--- src/rtl/kp_pkg.sv ---
// Shared definitions for the matrix keypad scanner.
//
// Contents:
//   state_t      debounce FSM states
//   frame_t      classification of one complete four-row scan frame
//   ROWS, COLS   keypad matrix geometry
//   MAX_DIGITS   saturation point of the entered-digit counter
//   ROW_DRIVE    active-low row drive pattern for each row index
//   count_low    number of asserted bits in a column vector
//   lowest_index index of the lowest asserted bit in a column vector

package kp_pkg;

    typedef enum logic [1:0] {
        IDLE,
        PRESS,
        HELD,
        RELEASE
    } state_t;

    typedef enum logic [1:0] {
        NONE,
        ONE,
        MULTI
    } frame_t;

    localparam int ROWS       = 4;
    localparam int COLS       = 4;
    localparam int MAX_DIGITS = 8;

    // Row r pulls exactly row_n[r] low; all other rows float high.
    localparam logic [3:0] ROW_DRIVE [ROWS] = '{
        4'b1110,
        4'b1101,
        4'b1011,
        4'b0111
    };

    function automatic logic [2:0] count_low(input logic [3:0] bits);
        logic [2:0] total;
        total = 3'd0;
        for (int i = 0; i < COLS; i++) begin
            total = total + {2'b00, bits[i]};
        end
        return total;
    endfunction

    // Only meaningful when exactly one bit is set; a clean single press
    // is the only case where the resulting index is used.
    function automatic logic [1:0] lowest_index(input logic [3:0] bits);
        logic [1:0] idx;
        idx = 2'd0;
        for (int i = COLS - 1; i >= 0; i--) begin
            if (bits[i]) begin
                idx = 2'(i);
            end
        end
        return idx;
    endfunction

endpackage

--- src/rtl/keypad_scanner_sync2.sv ---
// Two-flop synchroniser for asynchronous level inputs.
//
// Parameters:
//   WIDTH      number of independent bits synchronised
//   RESET_VAL  value both stages take during reset
// Ports:
//   clk  input         destination clock
//   rst  input         asynchronous, active-high reset
//   d    input  WIDTH  asynchronous input
//   q    output WIDTH  synchronised copy of d, two clk edges late

module sync2 #(
    parameter int               WIDTH     = 1,
    parameter logic [WIDTH-1:0] RESET_VAL = '0
) (
    input  logic             clk,
    input  logic             rst,
    input  logic [WIDTH-1:0] d,
    output logic [WIDTH-1:0] q
);

    logic [WIDTH-1:0] meta;

    always_ff @(posedge clk or posedge rst) begin
        if (rst) begin
            meta <= RESET_VAL;
            q    <= RESET_VAL;
        end else begin
            meta <= d;
            q    <= meta;
        end
    end

endmodule

--- src/rtl/keypad_scanner.sv ---
// 4x4 active-low matrix keypad scanner with frame-based debounce.
//
// One row is driven low at a time for SCAN_DIV cycles. The synchronised
// columns are sampled on the last cycle of each row period, and the four
// row samples of a frame are merged into a NONE / ONE / MULTI result.
// A debounce FSM stepped once per frame accepts a key after DEBOUNCE
// identical single-key frames and waits for DEBOUNCE empty frames before
// it will accept again. Accepted digits are shifted into value.
//
// Parameters:
//   SCAN_DIV  clk cycles each row is driven (>= 4)
//   DEBOUNCE  identical frames needed to accept a press or a release (>= 1)
// Ports:
//   clk          input      system clock
//   rst          input      asynchronous, active-high reset
//   row_n        output  4  row drive, active-low, one bit low
//   col_n        input   4  column sense, active-low, asynchronous
//   clear        input      synchronous clear of value and digit_count
//   value        output 32  accumulated hex digits, newest in [3:0]
//   key_code     output  4  code of the last accepted key
//   key_valid    output     one-cycle pulse per accepted key
//   digit_count  output  4  digits since clear, saturating at 8

module keypad_scanner
    import kp_pkg::*;
#(
    parameter int SCAN_DIV = 1000,
    parameter int DEBOUNCE = 4
) (
    input  logic        clk,
    input  logic        rst,
    output logic [3:0]  row_n,
    input  logic [3:0]  col_n,
    input  logic        clear,
    output logic [31:0] value,
    output logic [3:0]  key_code,
    output logic        key_valid,
    output logic [3:0]  digit_count
);

    localparam int          DIV_W = (SCAN_DIV > 1) ? $clog2(SCAN_DIV) : 1;
    localparam logic [15:0] DEB   = 16'(DEBOUNCE);

    logic [DIV_W-1:0] div;
    logic [1:0]       row_idx;
    logic [3:0]       col_sync;
    logic             terminal;
    logic             frame_end;

    logic [3:0]       col_low;
    logic [2:0]       row_hits;
    logic [1:0]       row_col;
    logic [1:0]       hits_now;
    logic [2:0]       hits_sum;
    logic [1:0]       merged_hits;
    logic [3:0]       merged_code;
    logic [1:0]       acc_hits;
    logic [3:0]       acc_code;
    frame_t           frame_result;

    state_t           state;
    state_t           state_next;
    logic [3:0]       cand;
    logic [3:0]       cand_next;
    logic [15:0]      cnt;
    logic [15:0]      cnt_next;
    logic [15:0]      cnt_inc;
    logic             accept;

    sync2 #(
        .WIDTH    (COLS),
        .RESET_VAL(4'b1111)
    ) u_col_sync (
        .clk(clk),
        .rst(rst),
        .d  (col_n),
        .q  (col_sync)
    );

    assign row_n     = ROW_DRIVE[row_idx];
    assign terminal  = (div == DIV_W'(SCAN_DIV - 1));
    assign frame_end = terminal && (row_idx == 2'd3);

    // Row timing: the divider counts the row period, and the row index
    // moves on at the same edge that samples the finishing row.
    always_ff @(posedge clk or posedge rst) begin
        if (rst) begin
            div     <= '0;
            row_idx <= 2'd0;
        end else if (terminal) begin
            div     <= '0;
            row_idx <= row_idx + 2'd1;
        end else begin
            div     <= div + DIV_W'(1);
        end
    end

    // Merge the current row's sample into the running frame tally. Hit
    // counts saturate at 2 because anything beyond one is already MULTI.
    always_comb begin
        col_low     = ~col_sync;
        row_hits    = count_low(col_low);
        row_col     = lowest_index(col_low);
        hits_now    = 2'd0;
        if (row_hits == 3'd1) begin
            hits_now = 2'd1;
        end else if (row_hits >= 3'd2) begin
            hits_now = 2'd2;
        end
        hits_sum    = {1'b0, acc_hits} + {1'b0, hits_now};
        merged_hits = (hits_sum >= 3'd2) ? 2'd2 : hits_sum[1:0];
        merged_code = acc_code;
        if ((row_hits == 3'd1) && (acc_hits == 2'd0)) begin
            merged_code = {row_idx, row_col};
        end
        case (merged_hits)
            2'd0:    frame_result = NONE;
            2'd1:    frame_result = ONE;
            default: frame_result = MULTI;
        endcase
    end

    // Frame accumulators restart after the row-3 sample has been consumed
    // by the FSM.
    always_ff @(posedge clk or posedge rst) begin
        if (rst) begin
            acc_hits <= 2'd0;
            acc_code <= 4'd0;
        end else if (terminal) begin
            if (row_idx == 2'd3) begin
                acc_hits <= 2'd0;
                acc_code <= 4'd0;
            end else begin
                acc_hits <= merged_hits;
                acc_code <= merged_code;
            end
        end
    end

    always_ff @(posedge clk or posedge rst) begin
        if (rst) begin
            state <= IDLE;
            cand  <= 4'd0;
            cnt   <= 16'd0;
        end else begin
            state <= state_next;
            cand  <= cand_next;
            cnt   <= cnt_next;
        end
    end

    // Debounce FSM, stepped only at the end of each frame. With
    // DEBOUNCE == 1 the PRESS and RELEASE states are skipped entirely.
    always_comb begin
        state_next = state;
        cand_next  = cand;
        cnt_next   = cnt;
        accept     = 1'b0;
        cnt_inc    = cnt + 16'd1;
        if (frame_end) begin
            case (state)
                IDLE: begin
                    if (frame_result == ONE) begin
                        cand_next = merged_code;
                        cnt_next  = 16'd1;
                        if (DEB == 16'd1) begin
                            accept     = 1'b1;
                            state_next = HELD;
                        end else begin
                            state_next = PRESS;
                        end
                    end
                end
                PRESS: begin
                    if (frame_result == ONE) begin
                        if (merged_code == cand) begin
                            cnt_next = cnt_inc;
                            if (cnt_inc >= DEB) begin
                                accept     = 1'b1;
                                state_next = HELD;
                            end
                        end else begin
                            cand_next = merged_code;
                            cnt_next  = 16'd1;
                        end
                    end else begin
                        state_next = IDLE;
                    end
                end
                HELD: begin
                    if (frame_result == NONE) begin
                        cnt_next   = 16'd1;
                        state_next = (DEB == 16'd1) ? IDLE : RELEASE;
                    end
                end
                RELEASE: begin
                    if (frame_result == NONE) begin
                        cnt_next = cnt_inc;
                        if (cnt_inc >= DEB) begin
                            state_next = IDLE;
                        end
                    end else begin
                        state_next = HELD;
                    end
                end
                default: state_next = IDLE;
            endcase
        end
    end

    // Output registers. clear takes priority over an accept for the
    // digit buffer, but the key event itself is still reported.
    always_ff @(posedge clk or posedge rst) begin
        if (rst) begin
            value       <= 32'd0;
            key_code    <= 4'd0;
            key_valid   <= 1'b0;
            digit_count <= 4'd0;
        end else begin
            key_valid <= accept;
            if (accept) begin
                key_code <= merged_code;
            end
            if (clear) begin
                value       <= 32'd0;
                digit_count <= 4'd0;
            end else if (accept) begin
                value <= {value[27:0], merged_code};
                if (digit_count < 4'(MAX_DIGITS)) begin
                    digit_count <= digit_count + 4'd1;
                end
            end
        end
    end

endmodule
--- config.mk ---
export PLATFORM = sky130hd
export DESIGN_NAME = keypad_scanner
export DESIGN_NICKNAME = d
export VERILOG_FILES = /design/src/rtl/kp_pkg.sv /design/src/rtl/keypad_scanner_sync2.sv /design/src/rtl/keypad_scanner.sv
export SDC_FILE = /design/constraint.sdc
export NUM_CORES = 1
export LEC_CHECK = 0
export CAP_MARGIN = 15
export CELL_PAD_IN_SITES_DETAIL_PLACEMENT = 0
export CELL_PAD_IN_SITES_GLOBAL_PLACEMENT = 2
export CORE_MARGIN = 3
export CORE_UTILIZATION = 33
export DETAILED_ROUTE_END_ITERATION = 6
export PLACE_DENSITY = 0.75
export REMOVE_ABC_BUFFERS = 1
export SYNTH_ARGS = -nofsm -noshare
export SYNTH_HDL_FRONTEND = slang
export SYNTH_SLANG_ARGS = --single-unit
export TNS_END_PERCENT = 5
--- constraint.sdc ---
create_clock -name clk -period 3.68 [get_ports clk]
set_input_delay 0.368 -clock clk [delete_from_list [all_inputs] [get_ports clk]]
set_output_delay 0.368 -clock clk [all_outputs]
set_load 0.02 [all_outputs]
==> impl_metrics.yaml, run 1 <==
clocking:
  h-tree-depth: 3
  holdBufCountCts: 0
  cts_max_path_buffers: 2
  cts_tree: "yes"
  cts.sinks: 89
  clk_pin_slew_worst_paths_ps: 70
  cts_buffers: 9
  clock-root-buffer: "clkbuf_16"
  clkLatencyLatePin_ps: 350
synth:
  synth_top_family_by_area: "simple AND/OR/NAND/NOR gates"
  synth_area_per_cell_sq_um: 10.4
  ys_ff_latch: 89
  post-synth-top-count-cell: "dfrtp_1"
  synthMuxAreaShare_pct: 8.71
  async_flop_share_pct: 100
  syn-cell-area_sq_um: 4580
  ys_types: 54
  synth_edf_count: 0
  synth_compound_area_share_pct: 11.5
  synth_cells: 441
  ys.flop_type: "dfrtp_1"
  synth.area.top_cells: "dfrtp_1, mux2i_1, nand2b_1, dfstp_2, ha_1"
  synth_warnings: 0
  synthAdderAreaFrac_pct: 4.42
  yosys-top-cells-count: "dfrtp_1, nand2b_1, mux2i_1"
  seq_area_frac_synth_pct: 48.8
  synth_top_area_cell: "dfrtp_1"
  synth-simple-area-share_pct: 19.7
  synth_xor_area_share_pct: 2.68
  yosysTopAreaCellShare_pct: 44.2
routing:
  wirelength_microns: 10600
  wire_per_inst_microns: 15.0
  vias: 3494
  vias_per_cell: 4.96
  ant_nets: 0
  drtIter0Drc: 144
  drtPass1Iterations: 4
  drc: 0
global_route:
  grt_use_met1_pct: 18.9
  grt.busiest_layer: "met2"
  grt_first_pass_wirelength_microns: 16900
  use_met3_pct: 2.18
  met2_usage_pct: 22.9
  grt_usage_pct: 14.2
  grt_pass1_vias: 3355
  grt_max_degree: 53
  overflow: 0
  grt_antenna_before_repair: 0
floorplan:
  die_h_microns: 124
  die_x_microns: 124
  row_count: 42
  core-area_sq_um: 13400
  initial_core_util_pct: 34.2
  ioPinCount: 52
  dieArea_sq_um: 15300
timing:
  setup_violations: 0
  setup_ws_ps: 44.7
  fmax_ghz: 0.275
  finalCriticalPeriod_ps: 3640
  slew_violations: 0
  rsz0062_at_grt: "true"
  tightestPinTransition_ps: 967
  max_slew_margin_pct: 35.3
  hold_viol: 0
  skew_ps: 8.80
  fin_crit_sh_pct: 98.8
hold_path:
  min_from: "u_col_sync.meta[2]"
  hold_depth: 0
  min_to: "u_col_sync.q[2]"
  hp-class: "register to register"
layout:
  final_util_pct: 45.4
  drive_above_1_share_pct: 19.8
  antenna_cells: 0
  final_area_sq_um: 6090
  nets: 546
  syn2layout_area_growth_pct: 32.8
placement:
  place_area_sq_um: 5500
  dp_hpwl_microns: 7200
  dp_worst_setup_slack_ps: -131
  gp_congestion: 0.781
  port_buffers: 51
pwr:
  vdd.ir_drop.worst_mv: 0.268
  leakage_nw: 2.82
  p_total_mw: 2.20
  p_per_area_nw_per_um2: 362
critical_path:
  crit_arrival_ps: 3920
  endpoint_kind: "register"
  worstRegToRegCells: 16
  r2r_setup_slack_ps: 40
  critPathMaxFanout: 12
  r2r-end: "cnt[9]"
  worstPathRequired_ps: 3970
  rr_startpoint: "u_col_sync.q[3]"
  startpoint_type: "register"
  critical_path_class: "register to register"
run_status:
  status: "complete, no violations"
run:
  cap_violations: 0
## layout by cell type, fill, tap and decap left out, types with 4 or more instances in the layout
cell type	count
clkdlybuf4s50_1	51
nand3_1	15
dfrtp_1	81
mux2_4	4
inv_1	21
nor3_1	8
buf_4	27
nand2_1	27
dfstp_2	8
a21o_1	8
o21ai_0	20
ha_1	9
clkinv_4	4
and3_1	7
nor2b_1	9
a211oi_1	4
a21oi_1	11
clkbuf_16	10
a22o_1	6
mux2i_1	32
xnor2_1	7
buf_6	7
nand2b_1	39
nor2_1	22
xor2_1	7
## registers in the layout, summed over array words and instances, names as in the netlist
register	count
acc_code	4
acc_hits	2
cand	4
cnt	16
digit_count	4
div	10
key_code	4
key_valid	1
row_idx	2
state	2
u_col_sync.meta	4
u_col_sync.q	4
value	32
## routing by layer
metal,vias to the layer above,wire (microns)
met1,1700,5010
met5,-,0
met2,70,5020
li1,1710,-
met4,0,214
met3,14,352
## logic make-up (layout without fill, tap and decap cells)
logic type / Yosys count / in the layout
simple gates: 165 / 166
flops: 89 / 89
compound gates: 77 / 77
buf+inv: 42 / 129
mux: 39 / 39
fa+ha+maj: 15 / 15
xor+xnor: 14 / 14
## how the worst max path moves through the flow
stage | startpoint | end | depth (start not counted)
after floorplan | u_col_sync.q[1] | value[27] | 13
after global placement | u_col_sync.q[1] | cnt[9] | 16
after detailed placement | u_col_sync.q[1] | digit_count[0] | 14
after CTS | u_col_sync.q[1] | cnt[9] | 16
after global routing | u_col_sync.q[3] | cnt[9] | 16
final | u_col_sync.q[3] | cnt[9] | 16
## repair_timing
item,4_1_cts,5_1_grt
resized for setup,10,41
cloned,1,2
setup buffers,4,4
pin swaps,7,15
endpoints found under the setup margin,53,60
## area by class of cell
cell class,count,area (sq um)
clock buffers,9,225
flip-flops and latches,89,2240
well taps,176,220
repair buffers,89,877
clock inverters,7,104
fillers,1292,7310
multi-input cells,311,2330
inverters,24,91.3
## per-stage QoR
step / instances / hold slack (ps) / TNS (ps)
after floorplan: 423 / 345 / -17300
after CTS: 701 / 356 / -20.1
after global placement: 680 / 345 / -1220
final: 705 / 356 / 0
after detailed placement: 680 / 347 / -3490
after global routing: 705 / 364 / -1600
## worst max-delay path, stage by stage, from the launching register on
cell and delay (ps):
dfstp_2 550, fa_1 410, inv_1 70, ha_2 170, inv_2 50, ha_4 220, nor3b_4 230, ha_2 220
fa_1 450, nor2_2 140, buf_6 140, nand2_4 70, nor3_4 200, a41oi_4 70, clkbuf_16 220, nor4_2 250
a21o_1 100
## power by group
group / internal (mW) / total [mW] / leakage [nW] / switching [mW]
registers: 0.986 / 0.989 / 1.20 / 0.00280
clock network: 0.602 / 1.01 / 0.160 / 0.409
logic: 0.0949 / 0.203 / 1.46 / 0.108
Note: power is estimated with default switching activity, not from simulation.
==> inputs of run 2 (changes only) <==
--- a/config.mk
+++ b/config.mk
@@ -9,9 +9,10 @@
 export CELL_PAD_IN_SITES_DETAIL_PLACEMENT = 0
 export CELL_PAD_IN_SITES_GLOBAL_PLACEMENT = 2
 export CORE_MARGIN = 3
-export CORE_UTILIZATION = 33
+export CORE_UTILIZATION = 39
 export DETAILED_ROUTE_END_ITERATION = 6
-export PLACE_DENSITY = 0.75
+export HOLD_SLACK_MARGIN = 0.12
+export PLACE_DENSITY = 0.83
 export REMOVE_ABC_BUFFERS = 1
 export SYNTH_ARGS = -nofsm -noshare
 export SYNTH_HDL_FRONTEND = slang
==> constraint.sdc (replaced) <==
create_clock -name clk -period 4.55 [get_ports clk]
set_input_delay 0.455 -clock clk [delete_from_list [all_inputs] [get_ports clk]]
set_output_delay 0.455 -clock clk [all_outputs]
set_load 0.02 [all_outputs]
==> run 2 against run 1 <==
Combinational power is 48% lower. Clock skew is 1.4 ps lower. Die area is 15% lower. Sequential power is 19% lower. Critical path depth is 3 lower. Final area is 8.7% lower. Core utilization is 4.3 points higher. First-iteration DRC count is 10% lower. Clock-buffer cell count is 2 higher. Cell count is 9.2% lower. Maximum frequency is 12% lower. Via count is 4.3% lower. Largest cell class is now registers.
==> impl_metrics.yaml, run 2 (synthesized netlist as in run 1, its figures left out) <==
run_status:
  status: "complete, no violations"
pwr:
  p_per_area_nw_per_um2: 297
  pwr-share-seq_pct: 48.4
  vdd.ir_drop.worst_mv: 0.190
  swShare_pct: 23.4
  leakage_nw: 2.59
  internal-power_mw: 1.27
  p_total_mw: 1.65
  combPwrFrac_pct: 6.3
  switching_power_mw: 0.386
  power_frac_clock_pct: 45.3
routing:
  ant_nets: 0
  drc: 0
  vias_per_cell: 5.23
  wirelength_microns: 9630
  drtPass1Iterations: 5
  vias: 3345
  drtIter0Drc: 129
  wire_per_inst_microns: 15.1
critical_path:
  worst_path_most_repeated_cell: "ha_1"
  cp_slowest_cell: "or2_2"
  cp_num_buf_inv: 3
  worstPathRequired_ps: 4810
  path_delay_family: "adder cells"
  max_stage_delay_ps: 560
  rr_startpoint: "u_col_sync.q[1]"
  r2r-end: "value[30]"
  r2r_setup_slack_ps: 400
  crit_chain: "fa_1 -> inv_1 -> ha_1 -> inv_1 -> ha_1 -> nor3b_4 -> ha_1 -> fa_1 -> nor2_1 -> nand4_2 -> or2_2 -> buf_12 -> mux2i_1"
  critPathMaxFanout: 20
  crit_arrival_ps: 4410
  worstRegToRegCells: 13
  endpoint_kind: "register"
  startpoint_type: "register"
  critical_path_class: "register to register"
clocking:
  clkLatencyLatePin_ps: 350
  post-cts-setup-buffer-count: 0
  cts.sinks: 89
  cts_resized: 0
  cts_buffers: 9
  holdBufCountCts: 0
  cts_tree: "yes"
  clk_pin_slew_worst_paths_ps: 60
  clock-root-buffer: "clkbuf_16"
  h-tree-depth: 3
  cts_max_path_buffers: 2
floorplan:
  dieArea_sq_um: 13100
  core-area_sq_um: 11200
  die_h_microns: 114
  initial_core_util_pct: 41.0
  die_x_microns: 114
  row_count: 38
  ioPinCount: 52
run:
  cap_violations: 0
layout:
  final_common_cell: "dfrtp_1"
  largest_reg_flops: 32
  drive_above_1_share_pct: 10.6
  fin_cells: 640
  reg.largest.list: "value (32), cnt (16), div (10)"
  syn2layout_area_growth_pct: 21.3
  final_util_pct: 49.7
  top_register: "value"
  final_area_sq_um: 5560
  multi_input_area_sq_um: 2160
  nets: 517
  nFillCells: 1055
  layout_common_cells: "dfrtp_1, clkdlybuf4s50_1, nand2b_1"
  antenna_cells: 0
  regArea_sq_um: 2240
global_route:
  grt_usage_pct: 15.7
  grt_antenna_before_repair: 0
  grt_max_degree: 52
  overflow: 0
  grt_pass1_vias: 3369
  grt_first_pass_wirelength_microns: 16400
timing:
  hold_viol: 0
  fin_crit_sh_pct: 91.2
  tns_ps: 0
  skew_ps: 7.38
  max_slew_margin_pct: 41.8
  rsz0062_at_grt: "false"
  setup_violations: 0
  whs_ps: 356
  finalCriticalPeriod_ps: 4150
  setup_ws_ps: 402
  slew_violations: 0
  tightestPinTransition_ps: 873
  fmax_ghz: 0.241
placement:
  port_buffers: 51
  dp_worst_setup_slack_ps: 438
  place_area_sq_um: 5260
  dp_hpwl_microns: 6750
  place_inst: 624
  gp_congestion: 0.790
hold_path:
  hp-class: "register to register"
  min_from: "u_col_sync.meta[1]"
  hold_depth: 0
  min_to: "u_col_sync.q[1]"
-- run 2: changes by cell type in the layout (fill, tap and decap cells not counted), moves of 4 or more --
cell	before	now
buf_4	27	9
buf_6	7	0
clkinv_4	4	0
ha_1	9	13
mux2_2	3	7
mux2_4	4	0
nor3_1	8	13
-- run 2: power groups by stage --
| stage | sequential (mW) | combinational (mW) | clock [mW] |
|---|---|---|---|
| after CTS | 0.800 | 0.107 | 0.773 |
| after global routing | 0.800 | 0.119 | 0.808 |
| after global placement | 0.815 | 0.105 | 0 |
| final | 0.800 | 0.105 | 0.748 |
| after detailed placement | 0.815 | 0.106 | 0 |
| after floorplan | 0.814 | 0.0710 | 0 |
-- run 2: worst max path at each step --
stage | startpoint | endpoint | slack [ps] | depth (start not counted)
after global placement | u_col_sync.q[1] | value[28] | 500 | 14
after CTS | u_col_sync.q[3] | value[30] | 380 | 13
final | u_col_sync.q[1] | value[30] | 400 | 13
after floorplan | u_col_sync.q[1] | value[27] | 380 | 13
after global routing | u_col_sync.q[1] | cnt[9] | 70 | 15
after detailed placement | u_col_sync.q[3] | value[30] | 440 | 13
-- run 2: cell type report --
type	count	share of cell area, %
multi-input cells	310	38.9
repair buffers	61	10.8
clock buffers	11	4.19
inverters	24	1.64
flip-flops and latches	89	40.3
well taps	140	3.15
clock inverters	5	1.13
-- run 2: metal layers --
metal  vias to the layer above  share of wire (%)  GRT usage, %
met4                         0                1.0          3.96
met3                         8                4.8          4.65
met5                         -                  0             0
met2                        59                 46          24.5
li1                       1653                  -             -
met1                      1625                 48          21.6
==> inputs of run 3 (changes only) <==
--- a/config.mk
+++ b/config.mk
@@ -5,14 +5,14 @@
 export SDC_FILE = /design/constraint.sdc
 export NUM_CORES = 1
 export LEC_CHECK = 0
-export CAP_MARGIN = 15
+export CAP_MARGIN = 20
 export CELL_PAD_IN_SITES_DETAIL_PLACEMENT = 0
 export CELL_PAD_IN_SITES_GLOBAL_PLACEMENT = 2
 export CORE_MARGIN = 3
-export CORE_UTILIZATION = 39
+export CORE_UTILIZATION = 25
 export DETAILED_ROUTE_END_ITERATION = 6
 export HOLD_SLACK_MARGIN = 0.12
-export PLACE_DENSITY = 0.83
+export PLACE_DENSITY = 0.57
 export REMOVE_ABC_BUFFERS = 1
 export SYNTH_ARGS = -nofsm -noshare
 export SYNTH_HDL_FRONTEND = slang
==> run 3 against run 2 <==
Sequential power is essentially flat. Final area grew 1.5%. Combinational power hardly changed. Largest cell class unchanged.
==> impl_metrics.yaml, run 3 (synthesized netlist as in run 1, its figures left out) <==
global_route:
  grt_pass1_vias: 3437
  grt_max_degree: 44
  grt_first_pass_wirelength_microns: 18600
  grt_antenna_before_repair: 0
  grt_usage_pct: 11.6
  overflow: 0
placement:
  place_area_sq_um: 5360
  port_buffers: 51
  gp_congestion: 0.810
  dp_hpwl_microns: 7780
routing:
  wire_per_inst_microns: 15.2
  ant_nets: 0
  drc: 0
  drtIter0Drc: 151
  vias: 3354
  vias_per_cell: 4.63
  drtPass1Iterations: 4
  wirelength_microns: 11000
pwr:
  p_total_mw: 1.63
  p_per_area_nw_per_um2: 289
  vdd.ir_drop.worst_mv: 0.170
  leakage_nw: 2.58
timing:
  rsz0062_at_grt: "false"
  fin_crit_sh_pct: 91.9
  whs_ps: 357
  tns_ps: 0
  setup_violations: 0
  finalCriticalPeriod_ps: 4180
  max_slew_margin_pct: 49.8
  skew_ps: 9.82
  fmax_ghz: 0.239
  tightestPinTransition_ps: 747
  hold_viol: 0
  slew_violations: 0
run:
  cap_violations: 0
critical_path:
  endpoint_kind: "register"
  worstPathRequired_ps: 4780
  crit_arrival_ps: 4410
  startpoint_type: "register"
  critPathMaxFanout: 6
  critical_path_class: "register to register"
  worstRegToRegCells: 13
layout:
  final_area_sq_um: 5640
  regArea_sq_um: 2240
  final_common_cell: "dfrtp_1"
  final_util_pct: 32.1
  antenna_cells: 0
  layout_common_cells: "dfrtp_1, clkdlybuf4s50_1, nand2b_1"
  syn2layout_area_growth_pct: 23.1
  nFillCells: 1833
  top_register: "value"
  multi_input_area_sq_um: 2160
  reg.largest.list: "value (32), cnt (16), div (10)"
  nets: 517
  drive_above_1_share_pct: 11.0
  largest_reg_flops: 32
floorplan:
  dieArea_sq_um: 20000
  ioPinCount: 52
  initial_core_util_pct: 26.0
  die_x_microns: 141
  core-area_sq_um: 17600
  row_count: 48
  die_h_microns: 141
clocking:
  holdBufCountCts: 0
  clk_pin_slew_worst_paths_ps: 70
  clock-root-buffer: "clkbuf_16"
  clkLatencyLatePin_ps: 350
  cts_resized: 0
  cts_tree: "yes"
  cts_buffers: 9
  cts.sinks: 89
  cts_max_path_buffers: 2
  h-tree-depth: 3
  post-cts-setup-buffer-count: 0
hold_path:
  hold_depth: 0
  hp-class: "register to register"
run_status:
  status: "complete, no violations"
==> run 3: cell types whose count changed in the layout (fill, tap and decap cells not counted) <==
cell / previous run / this run
buf_12: 1 / 0
inv_6: 2 / 1
inv_8: 0 / 2
clkinvlp_4: 2 / 4
buf_4: 9 / 10
bufinv_16: 1 / 0
clkbuf_1: 2 / 0
==> run 3: stage by stage <==
step                setup WS, ps  instances
floorplan                    381        423
global placement             424        709
detailed placement           325        709
CTS                          317        725
global route                56.7        725
finish                       371        725
==> run 3: power breakdown <==
group | switching, mW | total (mW) | internal, mW
Combinational | 0.0673 | 0.106 | 0.0382
Sequential | 0.00225 | 0.799 | 0.797
Clock | 0.346 | 0.726 | 0.380
==> run 3: worst max-delay path: stages (launching register included) <==
cell,delay [ps]
dfstp_2,550
fa_1,410
inv_1,60
ha_1,150
inv_1,50
ha_1,320
nor3b_4,360
a21boi_2,110
or3_1,350
a222oi_1,610
nand4_2,170
buf_4,200
nor3_1,340
mux2_2,380
==> run 3: worst paths after layout <==
kind	start	endpoint	slack (ps)
setup / recovery	u_col_sync.q[1]	digit_count[0]	370
hold / removal	u_col_sync.meta[3]	u_col_sync.q[3]	360
setup reg to reg	u_col_sync.q[1]	digit_count[0]	370
hold reg to reg	u_col_sync.meta[3]	u_col_sync.q[3]	360
max in group asynchronous	rst	cand[0]	3200
min in group asynchronous	rst	value[14]	440
==> run 3: final cells by class <==
type                       instances  area share (%)
timing repair buffer              61            10.4
tap                              225            4.99
clock inverter                     7            1.09
multi-input combinational        310            38.3
clock buffer                       9            3.99
sequential                        89            39.6
inverter                          24            1.62
==> run 3: routing by layer <==
metal / vias to the layer above / global-route usage (%) / wire (microns)
met5: - / 0 / 0
met4: 0 / 2.42 / 96
met3: 7 / 3.47 / 434
met2: 51 / 17.9 / 4930
met1: 1640 / 16.1 / 5520
li1: 1656 / - / -
